### config.mk
export PLATFORM = sky130hd
export DESIGN_NAME = tmr32_capture_fifo
export DESIGN_NICKNAME = d
export VERILOG_FILES = /design/src/rtl/tmr32_pkg.sv /design/src/rtl/cap_fifo.sv /design/src/rtl/tmr32_capture_fifo.sv
export SDC_FILE = /design/constraint.sdc
export NUM_CORES = 1
export LEC_CHECK = 0
export CELL_PAD_IN_SITES_DETAIL_PLACEMENT = 1
export CELL_PAD_IN_SITES_GLOBAL_PLACEMENT = 1
export CORE_ASPECT_RATIO = 0.7
export CORE_MARGIN = 1
export CORE_UTILIZATION = 54
export CTS_CLUSTER_DIAMETER = 120
export DETAILED_ROUTE_END_ITERATION = 10
export PLACE_DENSITY_LB_ADDON = 0.1
export RECOVER_POWER = 50
export REMOVE_ABC_BUFFERS = 1
export SLEW_MARGIN = 20
export SYNTH_ARGS = -nofsm -noshare
export SYNTH_HDL_FRONTEND = slang
export SYNTH_SLANG_ARGS = --single-unit
### constraint.sdc
create_clock -name clk -period 10.1 [get_ports clk]
set_input_delay 2.02 -clock clk [delete_from_list [all_inputs] [get_ports clk]]
set_output_delay 2.02 -clock clk [all_outputs]
set_load 0.005 [all_outputs]
### src/rtl/tmr32_pkg.sv
// -----------------------------------------------------------------------------
// tmr32_pkg
// Shared definitions for the timer capture-record buffer.
//   state_t   : event-handshake FSM states (IDLE samples events, CLR returns
//               the clear pulse to the timer)
//   DROPS_W   : width of the dropped-event counter
//   DROPS_MAX : saturation value of the dropped-event counter
// -----------------------------------------------------------------------------
package tmr32_pkg;

  typedef enum logic {
    IDLE = 1'b0,
    CLR  = 1'b1
  } state_t;

  localparam int                 DROPS_W   = 8;
  localparam logic [DROPS_W-1:0] DROPS_MAX = 8'hFF;

endpackage

### src/rtl/cap_fifo.sv
// -----------------------------------------------------------------------------
// cap_fifo
// Synchronous first-word-fall-through FIFO, DEPTH x WIDTH.
//   clk, rst_n : clock, asynchronous active-low reset (pointers/level only)
//   push       : write request for wdata
//   pop        : remove head entry; ignored while empty
//   flush      : drop all entries; overrides same-cycle push and pop
//   wdata      : data to write
//   rdata      : head entry, 0 while empty
//   empty/full : occupancy flags
//   level      : entries held, 0..DEPTH
//   push_ok    : push request accepted this cycle (before flush override)
// -----------------------------------------------------------------------------
module cap_fifo #(
  parameter int DEPTH = 8,
  parameter int WIDTH = 32,
  parameter int LW    = $clog2(DEPTH) + 1
) (
  input  logic             clk,
  input  logic             rst_n,
  input  logic             push,
  input  logic             pop,
  input  logic             flush,
  input  logic [WIDTH-1:0] wdata,
  output logic [WIDTH-1:0] rdata,
  output logic             empty,
  output logic             full,
  output logic [LW-1:0]    level,
  output logic             push_ok
);

  localparam int PW = $clog2(DEPTH);

  logic [WIDTH-1:0] mem [DEPTH];
  logic [PW-1:0]    wr_ptr;
  logic [PW-1:0]    rd_ptr;
  logic             pop_ok;

  assign empty   = (level == '0);
  assign full    = (level == LW'(DEPTH));
  assign pop_ok  = pop && !empty;
  // A full FIFO still takes a write when the head leaves in the same cycle.
  assign push_ok = push && (!full || pop_ok);
  assign rdata   = empty ? '0 : mem[rd_ptr];

  // Storage is not reset; the empty flag masks stale contents.
  always_ff @(posedge clk) begin
    if (push_ok && !flush) begin
      mem[wr_ptr] <= wdata;
    end
  end

  // Pointers wrap naturally because DEPTH is a power of two.
  always_ff @(posedge clk or negedge rst_n) begin
    if (!rst_n) begin
      wr_ptr <= '0;
      rd_ptr <= '0;
      level  <= '0;
    end else if (flush) begin
      wr_ptr <= '0;
      rd_ptr <= '0;
      level  <= '0;
    end else begin
      if (push_ok) begin
        wr_ptr <= wr_ptr + 1'b1;
      end
      if (pop_ok) begin
        rd_ptr <= rd_ptr + 1'b1;
      end
      case ({push_ok, pop_ok})
        2'b10:   level <= level + 1'b1;
        2'b01:   level <= level - 1'b1;
        default: level <= level;
      endcase
    end
  end

endmodule

### src/rtl/tmr32_capture_fifo.sv
// -----------------------------------------------------------------------------
// tmr32_capture_fifo
// Capture-record buffer downstream of the 32-bit timer input-capture path.
// Each sampled timer event pushes CAPTURE into a FWFT FIFO and returns a
// one-cycle clear pulse to the timer's sticky event flag.
//   clk, rst_n : clock, asynchronous active-low reset
//   EN         : block enable (event handling only; FIFO port always live)
//   CAPTURE    : timer capture register
//   EEVF       : timer sticky external-event flag
//   EEVF_CLR   : registered one-cycle clear pulse back to the timer
//   RD         : pop head entry
//   FLUSH      : empty the FIFO
//   RDATA      : head entry, 0 when empty
//   EMPTY/FULL : occupancy flags
//   LEVEL      : entries held
//   THRESH     : level IRQ threshold, 0 disables the level term
//   OVR        : sticky, an event was dropped while full
//   OVR_CLR    : clears OVR and DROPS
//   DROPS      : saturating dropped-event count
//   IRQ        : level-threshold or overrun interrupt
// -----------------------------------------------------------------------------
module tmr32_capture_fifo
  import tmr32_pkg::*;
#(
  parameter int DEPTH = 8,
  parameter int WIDTH = 32,
  parameter int LW    = $clog2(DEPTH) + 1
) (
  input  logic               clk,
  input  logic               rst_n,
  input  logic               EN,
  input  logic [WIDTH-1:0]   CAPTURE,
  input  logic               EEVF,
  output logic               EEVF_CLR,
  input  logic               RD,
  input  logic               FLUSH,
  output logic [WIDTH-1:0]   RDATA,
  output logic               EMPTY,
  output logic               FULL,
  output logic [LW-1:0]      LEVEL,
  input  logic [LW-1:0]      THRESH,
  output logic               OVR,
  input  logic               OVR_CLR,
  output logic [DROPS_W-1:0] DROPS,
  output logic               IRQ
);

  state_t state;
  logic   cap_evt;
  logic   push_ok;
  logic   drop;

  function automatic logic [DROPS_W-1:0] sat_inc(input logic [DROPS_W-1:0] v);
    return (v == DROPS_MAX) ? v : v + 1'b1;
  endfunction

  // Events are only sampled in IDLE; the flag is still high during CLR.
  assign cap_evt = EN && (state == IDLE) && EEVF;

  // A flushed event is consumed, not dropped.
  assign drop = cap_evt && !FLUSH && !push_ok;

  cap_fifo #(
    .DEPTH (DEPTH),
    .WIDTH (WIDTH),
    .LW    (LW)
  ) u_fifo (
    .clk     (clk),
    .rst_n   (rst_n),
    .push    (cap_evt),
    .pop     (RD),
    .flush   (FLUSH),
    .wdata   (CAPTURE),
    .rdata   (RDATA),
    .empty   (EMPTY),
    .full    (FULL),
    .level   (LEVEL),
    .push_ok (push_ok)
  );

  always_ff @(posedge clk or negedge rst_n) begin
    if (!rst_n) begin
      state    <= IDLE;
      EEVF_CLR <= 1'b0;
    end else if (!EN) begin
      state    <= IDLE;
      EEVF_CLR <= 1'b0;
    end else begin
      case (state)
        IDLE: begin
          if (EEVF) begin
            state    <= CLR;
            EEVF_CLR <= 1'b1;
          end else begin
            EEVF_CLR <= 1'b0;
          end
        end
        CLR: begin
          state    <= IDLE;
          EEVF_CLR <= 1'b0;
        end
        default: begin
          state    <= IDLE;
          EEVF_CLR <= 1'b0;
        end
      endcase
    end
  end

  // A drop in the same cycle as OVR_CLR wins and restarts the count at 1.
  always_ff @(posedge clk or negedge rst_n) begin
    if (!rst_n) begin
      OVR   <= 1'b0;
      DROPS <= '0;
    end else if (drop) begin
      OVR   <= 1'b1;
      DROPS <= OVR_CLR ? DROPS_W'(1) : sat_inc(DROPS);
    end else if (OVR_CLR) begin
      OVR   <= 1'b0;
      DROPS <= '0;
    end
  end

  assign IRQ = ((THRESH != '0) && (LEVEL >= THRESH)) || OVR;

endmodule

# After elaboration in Yosys (flattened, before gate mapping)
# Memory sizes are Yosys's and may differ from the RTL's.
# Index checks and enable logic that the tools add are counted.
# word_totals
mem_bits_rw,256
memories,1
regBits,20
# mem_list
memory,words,width,read_ports,rd_clocked_by_memory_dff,wr,line,text
u_fifo.mem,8,32,1,0,1,cap_fifo.sv:34,logic [WIDTH-1:0] mem [DEPTH];
# op_classes
n_eq_ne,5
magnitude_cmp,1
reduce_logical,21
bitwise,1
muxes,18
addsub,5
# ops
operator,n
$mux W32,1
$mux W8,4
$mux W3,4
$add A8 B1 Y8 const B,1
$eq A8 B8 Y1 const B,1
$logic_and A1 B1 Y1,8
$pmux W4 S2,1
$add A3 B1 Y3 const B,2
$mux W1,6
$reduce_bool A2 Y1,3
$add A4 B1 Y4 const B,1
$eq A4 B4 Y1 const B,1
$ge A4 B4 Y1,1
$logic_not A1 Y1,4
$logic_not A4 Y1,1
$mux W4,1
$reduce_bool A4 Y1,1
$sub A4 B1 Y4 const B,1
$reduce_bool A3 Y1,1
$eq A2 B1 Y1 const B,1
$eq A2 B2 Y1 const B,1
$logic_or A1 B1 Y1,2
$ne A2 B2 Y1 const B,1
$pmux W1 S2,1
2 further kinds,2

# Logic depth before layout (Yosys ltp)
# Gate-level depths: netlist of the first run.
# depth
word_depth,9
depth_mapped,9
depth_no_buf,9

# Modules after synthesis
# From an unflattened synthesis of the first run, not the netlist that was laid out.
# unflattened
hier_cells,562
hier_area_um2,11126.9
# by_module_without_submodules
module,n_inst,area_each_um2,cells_per_inst,seq_area_each_um2
cap_fifo,1,10472.5,493,7937.6
tmr32_capture_fifo,1,654.4,69,250.2

# Worst setup path after synthesis of the first run
# Ideal clock, no wire load.
# synth_timing
kind,input-to-reg
start,in EEVF
end,"mem u_fifo.mem[0][0], enable pin"
path_buffers,0
path_slack_ps,4620
stages,5
required_time_ps,9639
arrival_time_ps,5019
setup_ps,461
path_cell_list,nand3b_1 -> inv_1 -> o21ai_1 -> or3_1 -> nor3_1
# synth_between
elab_chain_len,5
# synth_lines
element,line,text
"start, declared",tmr32_capture_fifo.sv:33,"input logic EEVF,"
$logic_and A1 B1 Y1,tmr32_capture_fifo.sv:58,assign cap_evt = EN && (state == IDLE) && EEVF;
$logic_and A1 B1 Y1,cap_fifo.sv:43,assign push_ok = push && (!full || pop_ok);
$logic_and A1 B1 Y1,cap_fifo.sv:48,if (push_ok && !flush) begin
$mux W1,cap_fifo.sv:48,
$mux W1 (not written as such),cap_fifo.sv:49,mem[wr_ptr] <= wdata;
"end, declared",cap_fifo.sv:34,
# No other way between the ends.

# Final worst setup path of the first run
# layout_timing
start,in THRESH[0]
end,out IRQ
# layout_between
elab_chain_len,3
# layout_lines
element,line,text
"start, declared",tmr32_capture_fifo.sv:41,"input logic [LW-1:0] THRESH,"
$ge A4 B4 Y1 / $reduce_bool A4 Y1 (equally long branches),tmr32_capture_fifo.sv:124,assign IRQ = ((THRESH != '0) && (LEVEL >= THRESH)) || OVR;
$logic_and A1 B1 Y1 (*),tmr32_capture_fifo.sv:124,
$logic_or A1 B1 Y1 (*),tmr32_capture_fifo.sv:124,
"end, declared",tmr32_capture_fifo.sv:45,output logic IRQ
# Mark *: on every way between the ends. The rest lies on a longest branch, timed or not.

==> flow_summary.ini, run 1 <==
[run_status]
status = finished, final reports clean

[worst_setup_path]
startpoint_type = input pin
cp.arrival_ns = 3.93
worstPathRequired_ns = 8.08
crit_path_cell_trace = clkdlybuf4s50_1 > ha_1 > nand2b_1 > a21o_1 > a21o_1 > a21oi_1 > o21ai_0 > clkdlybuf4s50_1
cp_max_fo = 2
path_delay_family = buffers and inverters
critPathCaptureType = output pin
slowest_stage = clkdlybuf4s50_1
cpPeakStageDelay_ns = 0.50
cp.buffers_inverters = 2
criticalPathCategory = input pin to output pin

[grt]
antenna_found_initial = 1
grt_pass1_vias = 6145
grt_pass1_wl_um = 36700
overflow = 0
grt_usage = 0.245
grt_max_degree = 53

[placed_design]
dpl_cell_area_um2 = 12200
dp.cells = 894
dp_hpwl_um = 13400
io_buffers = 91
gp_congestion = 0.769

[die]
num_rows = 43
die_area_um2 = 20800
fp.dieW_um = 172
die_h_um = 121
start_util = 0.552
io_pins = 92
core-area_um2 = 19800

[cells_and_area]
final_common_cell = edfxtp_1
layout_common_cells = edfxtp_1, mux4_2, nor2_1
syn_to_final_growth_pct = 19.1
utilization = 0.657
n_fill_cell = 1691
fin_area_um2 = 13000
drive_gt1_frac = 0.186
final_nets = 705
final_cells = 943

[route]
wl_um = 23900
avgViaCountPerCell = 5.87
drc = 0
wire_per_inst_um = 25.4
first_pass_iters = 5
antenna_left = 0
routed-via-count = 5539
initialDrtViolationCount = 411

[sta]
tns_ns = 0
fin_hold_ws_ns = 0.550
fin_skew_ns = 0.0115
slew_viol_final = 0
finalCritPeriodShare = 0.589
tightest_slew_ns = 1.23
rsz0062_at_grt = false
setup_viol = 0
fmax_ghz = 0.168
finalCriticalPeriod_ns = 5.95
hold_viol = 0
max_slew_margin = 0.180

[clock_tree]
clk_latency_ns = 0.53
clk_path_buf_depth = 3
postCtsSetupBuffers = 0
numClockSinks = 276
htreeDepth = 1
clkSlewWorstSetupHoldPaths_ns = 0.06
cts-resized-gates = 0
cts_root_buf = clkbuf_16
hold_buffers = 0
cts_inserted_buffers = 26
tritoncts = built

[yosys]
synth_ff_type = edfxtp_1
synth_cells = 545
synth-edff-count = 256
synth_seq_area_share = 0.750
async_reset_ff_frac = 0.0725
synth_cell_types = 38
syn_avg_cell_area_um2 = 20.0
yosys_warnings = 0
netlist_area_um2 = 10900
ys_seq_elements = 276

[power]
p_leak_uw = 0.00416
powerDensity_nw_per_um2 = 220
vdd_drop_max_mv = 0.159

[worst_hold_path]
min_path_type = flip-flop to flip-flop

[run]
maxCapViolations = 0
## path summary, 6_finish.rpt
kind | slack [ns] | cells past startpoint | startpoint | endpoint
max in group asynchronous | 7.49 | 1 | rst_n | u_fifo.rd_ptr[0]
min reg2reg | 0.55 | 1 | DROPS[7] | DROPS[7]
max reg2reg | 7.03 | 7 | u_fifo.level[1] | u_fifo.level[3]
min in group asynchronous | 1.72 | 1 | rst_n | DROPS[4]
max | 4.15 | 8 | THRESH[0] | IRQ
min | 0.55 | 1 | DROPS[7] | DROPS[7]
## per-layer routing
layer / vias to the layer above / part of all wire / global-route usage
li1: 2406 / - / -
met1: 2946 / 0.43 / 0.347
met5: - / 0 / 0
met2: 155 / 0.51 / 0.408
met3: 32 / 0.045 / 0.0356
met4: 0 / 0.017 / 0.0581
## power breakdown
part	leakage (µW)	internal (µW)	total [µW]	switching (µW)
sequential	0.00258	1270	1310	48.6
combinational	0.00120	343	627	284
clock	0.000387	512	914	402
## cell families after synthesis
logic type	synth area share
adders and majority gates	0.0121
muxes	0.165
DFF	0.750
xor gates and xnor gates	0.00882
AOI/OAI and AO/OA	0.0111
and+or+nand+nor	0.0405
buffers and inverters	0.0126
## cell usage after synthesis, types with 5 or more instances
library cell	n	area share
mux2i_1	36	0.033
buf_1	6	0.0021
nand2b_1	6	0.0034
mux4_2	64	0.13
xnor2_1	8	0.0064
ha_1	9	0.010
edfxtp_1	256	0.70
a21oi_1	5	0.0023
clkbuf_1	12	0.0041
nor2_1	59	0.020
dfrtp_1	20	0.046
nand2_1	8	0.0028
buf_2	5	0.0023
nor3_1	6	0.0028
inv_1	9	0.0031
## final cells by class
class,count,area (µm²),area share
well taps,270,338,0.0260
inverters,9,33.8,0.00260
flip-flops and latches,276,8190,0.630
clock inverters,15,93.8,0.00722
multi-input cells,236,2650,0.204
repair buffers,103,995,0.0765
clock buffers,32,694,0.0534
diodes,2,5.00,0.000385
## through the flow
step	setup WS (ns)	power, µW
6_report	4.15	2850
5_1_grt	4.06	2960
4_1_cts	4.13	2890
3_5_place_dp	4.14	1970
3_3_place_gp	4.23	1950
2_1_floorplan	4.62	1660
## state kept, by name (all words and copies together), names as in the netlist
register       cells
u_fifo.wr_ptr      3
u_fifo.mem       256
u_fifo.rd_ptr      3
OVR                1
state              1
DROPS              8
u_fifo.level       4
Power figures use the tool's default switching activity.
==> run 2, diff against run 1 <==
Settings changed: CORE_UTILIZATION 54 to 45.
Clock period 10.1 ns to 5.1 ns, I/O delays scaled along.
==> run 2 against run 1 <==
The flow now finishes with violations (capacitance limit, slew limit). Largest cell class unchanged. Cell area increased by 1.1%. Sequential cell count did not move. Global-route usage is 5.6 points lower. Setup slack worse by 3.5 ns. Largest power group unchanged. Count of clock-buffer cells in the layout rose by 4. First-iteration DRC count down 39%.
==> flow_summary.ini, run 2 (same netlist as run 1, synthesis figures left out) <==
[cells_and_area]
final_nets = 713
syn_to_final_growth_pct = 20.5
largest-register = u_fifo.mem
utilization = 0.555
layout_common_cells = edfxtp_1, mux4_2, nor2_1
top_regs = u_fifo.mem x256, DROPS x8, u_fifo.level x4
final_cells = 1001
largest_register_ffs = 256
drive_gt1_frac = 0.188
final_common_cell = edfxtp_1

[die]
io_pins = 92
core-area_um2 = 23700
die_h_um = 132
die_area_um2 = 24900
num_rows = 47
start_util = 0.461
fp.dieW_um = 188

[clock_tree]
clk_latency_ns = 0.53
cts_root_buf = clkbuf_16
tritoncts = built
numClockSinks = 276
postCtsSetupBuffers = 0
htreeDepth = 1
cts_inserted_buffers = 28
clk_path_buf_depth = 3
cts-resized-gates = 0
clkSlewWorstSetupHoldPaths_ns = 0.06
hold_buffers = 0

[worst_setup_path]
critPathCaptureType = output pin
crit_start = u_fifo.rd_ptr[1]
slowest_stage = dfrtp_1
cp_max_fo = 33
regToRegEndpoint = u_fifo.level[3]
worstPathRequired_ns = 4.08
crit_end = RDATA[5]
worstReg2RegStart = u_fifo.level[1]
cp.arrival_ns = 3.47
criticalPathCategory = flip-flop to output pin
cpPeakStageDelay_ns = 1.39
startpoint_type = flip-flop
r2r_cells = 7
r2r_slack_ns = 1.96
crit_path_cell_trace = buf_4 > mux4_2 > mux2i_1 > nor2_1 > clkdlybuf4s50_1

[placed_design]
io_buffers = 91
preCtsSetupSlack_ns = 1.16
dp_hpwl_um = 13200
gp_congestion = 0.764
dp.cells = 948

[grt]
grt_usage = 0.189
antenna_found_initial = 2
grt_pass1_vias = 5927
grt_max_degree = 36
overflow = 0
grt_pass1_wl_um = 35400

[sta]
fin_skew_ns = 0.0110
setup_viol = 0
rsz0062_at_grt = false
fin_ws_ns = 0.611
tns_ns = 0
finalCritPeriodShare = 0.880
max_slew_margin = -0.0438
fmax_ghz = 0.223
tightest_slew_ns = 1.57
hold_viol = 0
finalCriticalPeriod_ns = 4.49
slew_viol_final = 34

[route]
antenna_left = 0
avgViaCountPerCell = 5.43
drc = 0
wl_um = 22700
initialDrtViolationCount = 250
wire_per_inst_um = 22.7
routed-via-count = 5435
first_pass_iters = 5

[power]
p_leak_uw = 0.00422
vdd_drop_max_mv = 0.297
powerDensity_nw_per_um2 = 435

[run_status]
violations = capacitance limit, slew limit
status = finished, violations left

[worst_hold_path]
min_path_type = flip-flop to flip-flop

[run]
maxCapViolations = 1
[run 2: cell count changes in the layout (fill, tap and decap cells not counted), sizes merged]
cell and delta:
buf +6, clkbuf +4, clkinv +2, clkinvlp -1, diode -1
[run 2: routing by layer]
metal / global-route usage / vias up / share of wire / wire length [µm]
met4: 0.0388 / 2 / 0.015 / 350
met5: 0 / - / 0.00035 / 8
met2: 0.311 / 119 / 0.49 / 11200
met1: 0.268 / 2855 / 0.44 / 10100
li1: - / 2426 / - / -
met3: 0.0333 / 33 / 0.049 / 1110
[run 2: through the flow]
stage	total power (µW)	cell area, µm²	hold WS [ns]
after global routing	5970	13200	0.619
after CTS	5820	13200	0.585
final	5730	13200	0.580
after floorplan	3290	10800	0.529
after detailed placement	3920	12300	0.552
after global placement	3890	12300	0.531
[run 2: worst max-delay path: cells and delay by family, from the launching register on]
family	cells	cell delay, ns
buf+inv	2	0.92
flops	1	1.39
mux	2	0.54
simple gates	1	0.07
[run 2: how the worst min path moves through the flow]
stage | startpoint | end | depth (start not counted)
2_1_floorplan | DROPS[7] | DROPS[7] | 1
3_3_place_gp | DROPS[7] | DROPS[7] | 1
3_5_place_dp | DROPS[7] | DROPS[7] | 1
4_1_cts | DROPS[7] | DROPS[7] | 1
5_1_grt | DROPS[7] | DROPS[7] | 1
6_report | DROPS[7] | DROPS[7] | 1
[run 2: final cells by class]
class	count	area, µm²
Fill cell	2126	10500
Sequential cell	276	8190
Multi-Input combinational cell	236	2640
Timing Repair Buffer	109	1040
Clock buffer	36	752
Tap cell	318	398
Clock inverter	16	96.3
Inverter	9	33.8
Antenna cell	1	2.50
[run 2: report_power, final]
part | switching (µW) | internal [µW]
combinational | 523 | 701
sequential | 109 | 2510
clock | 804 | 1080
total | 1440 | 4290
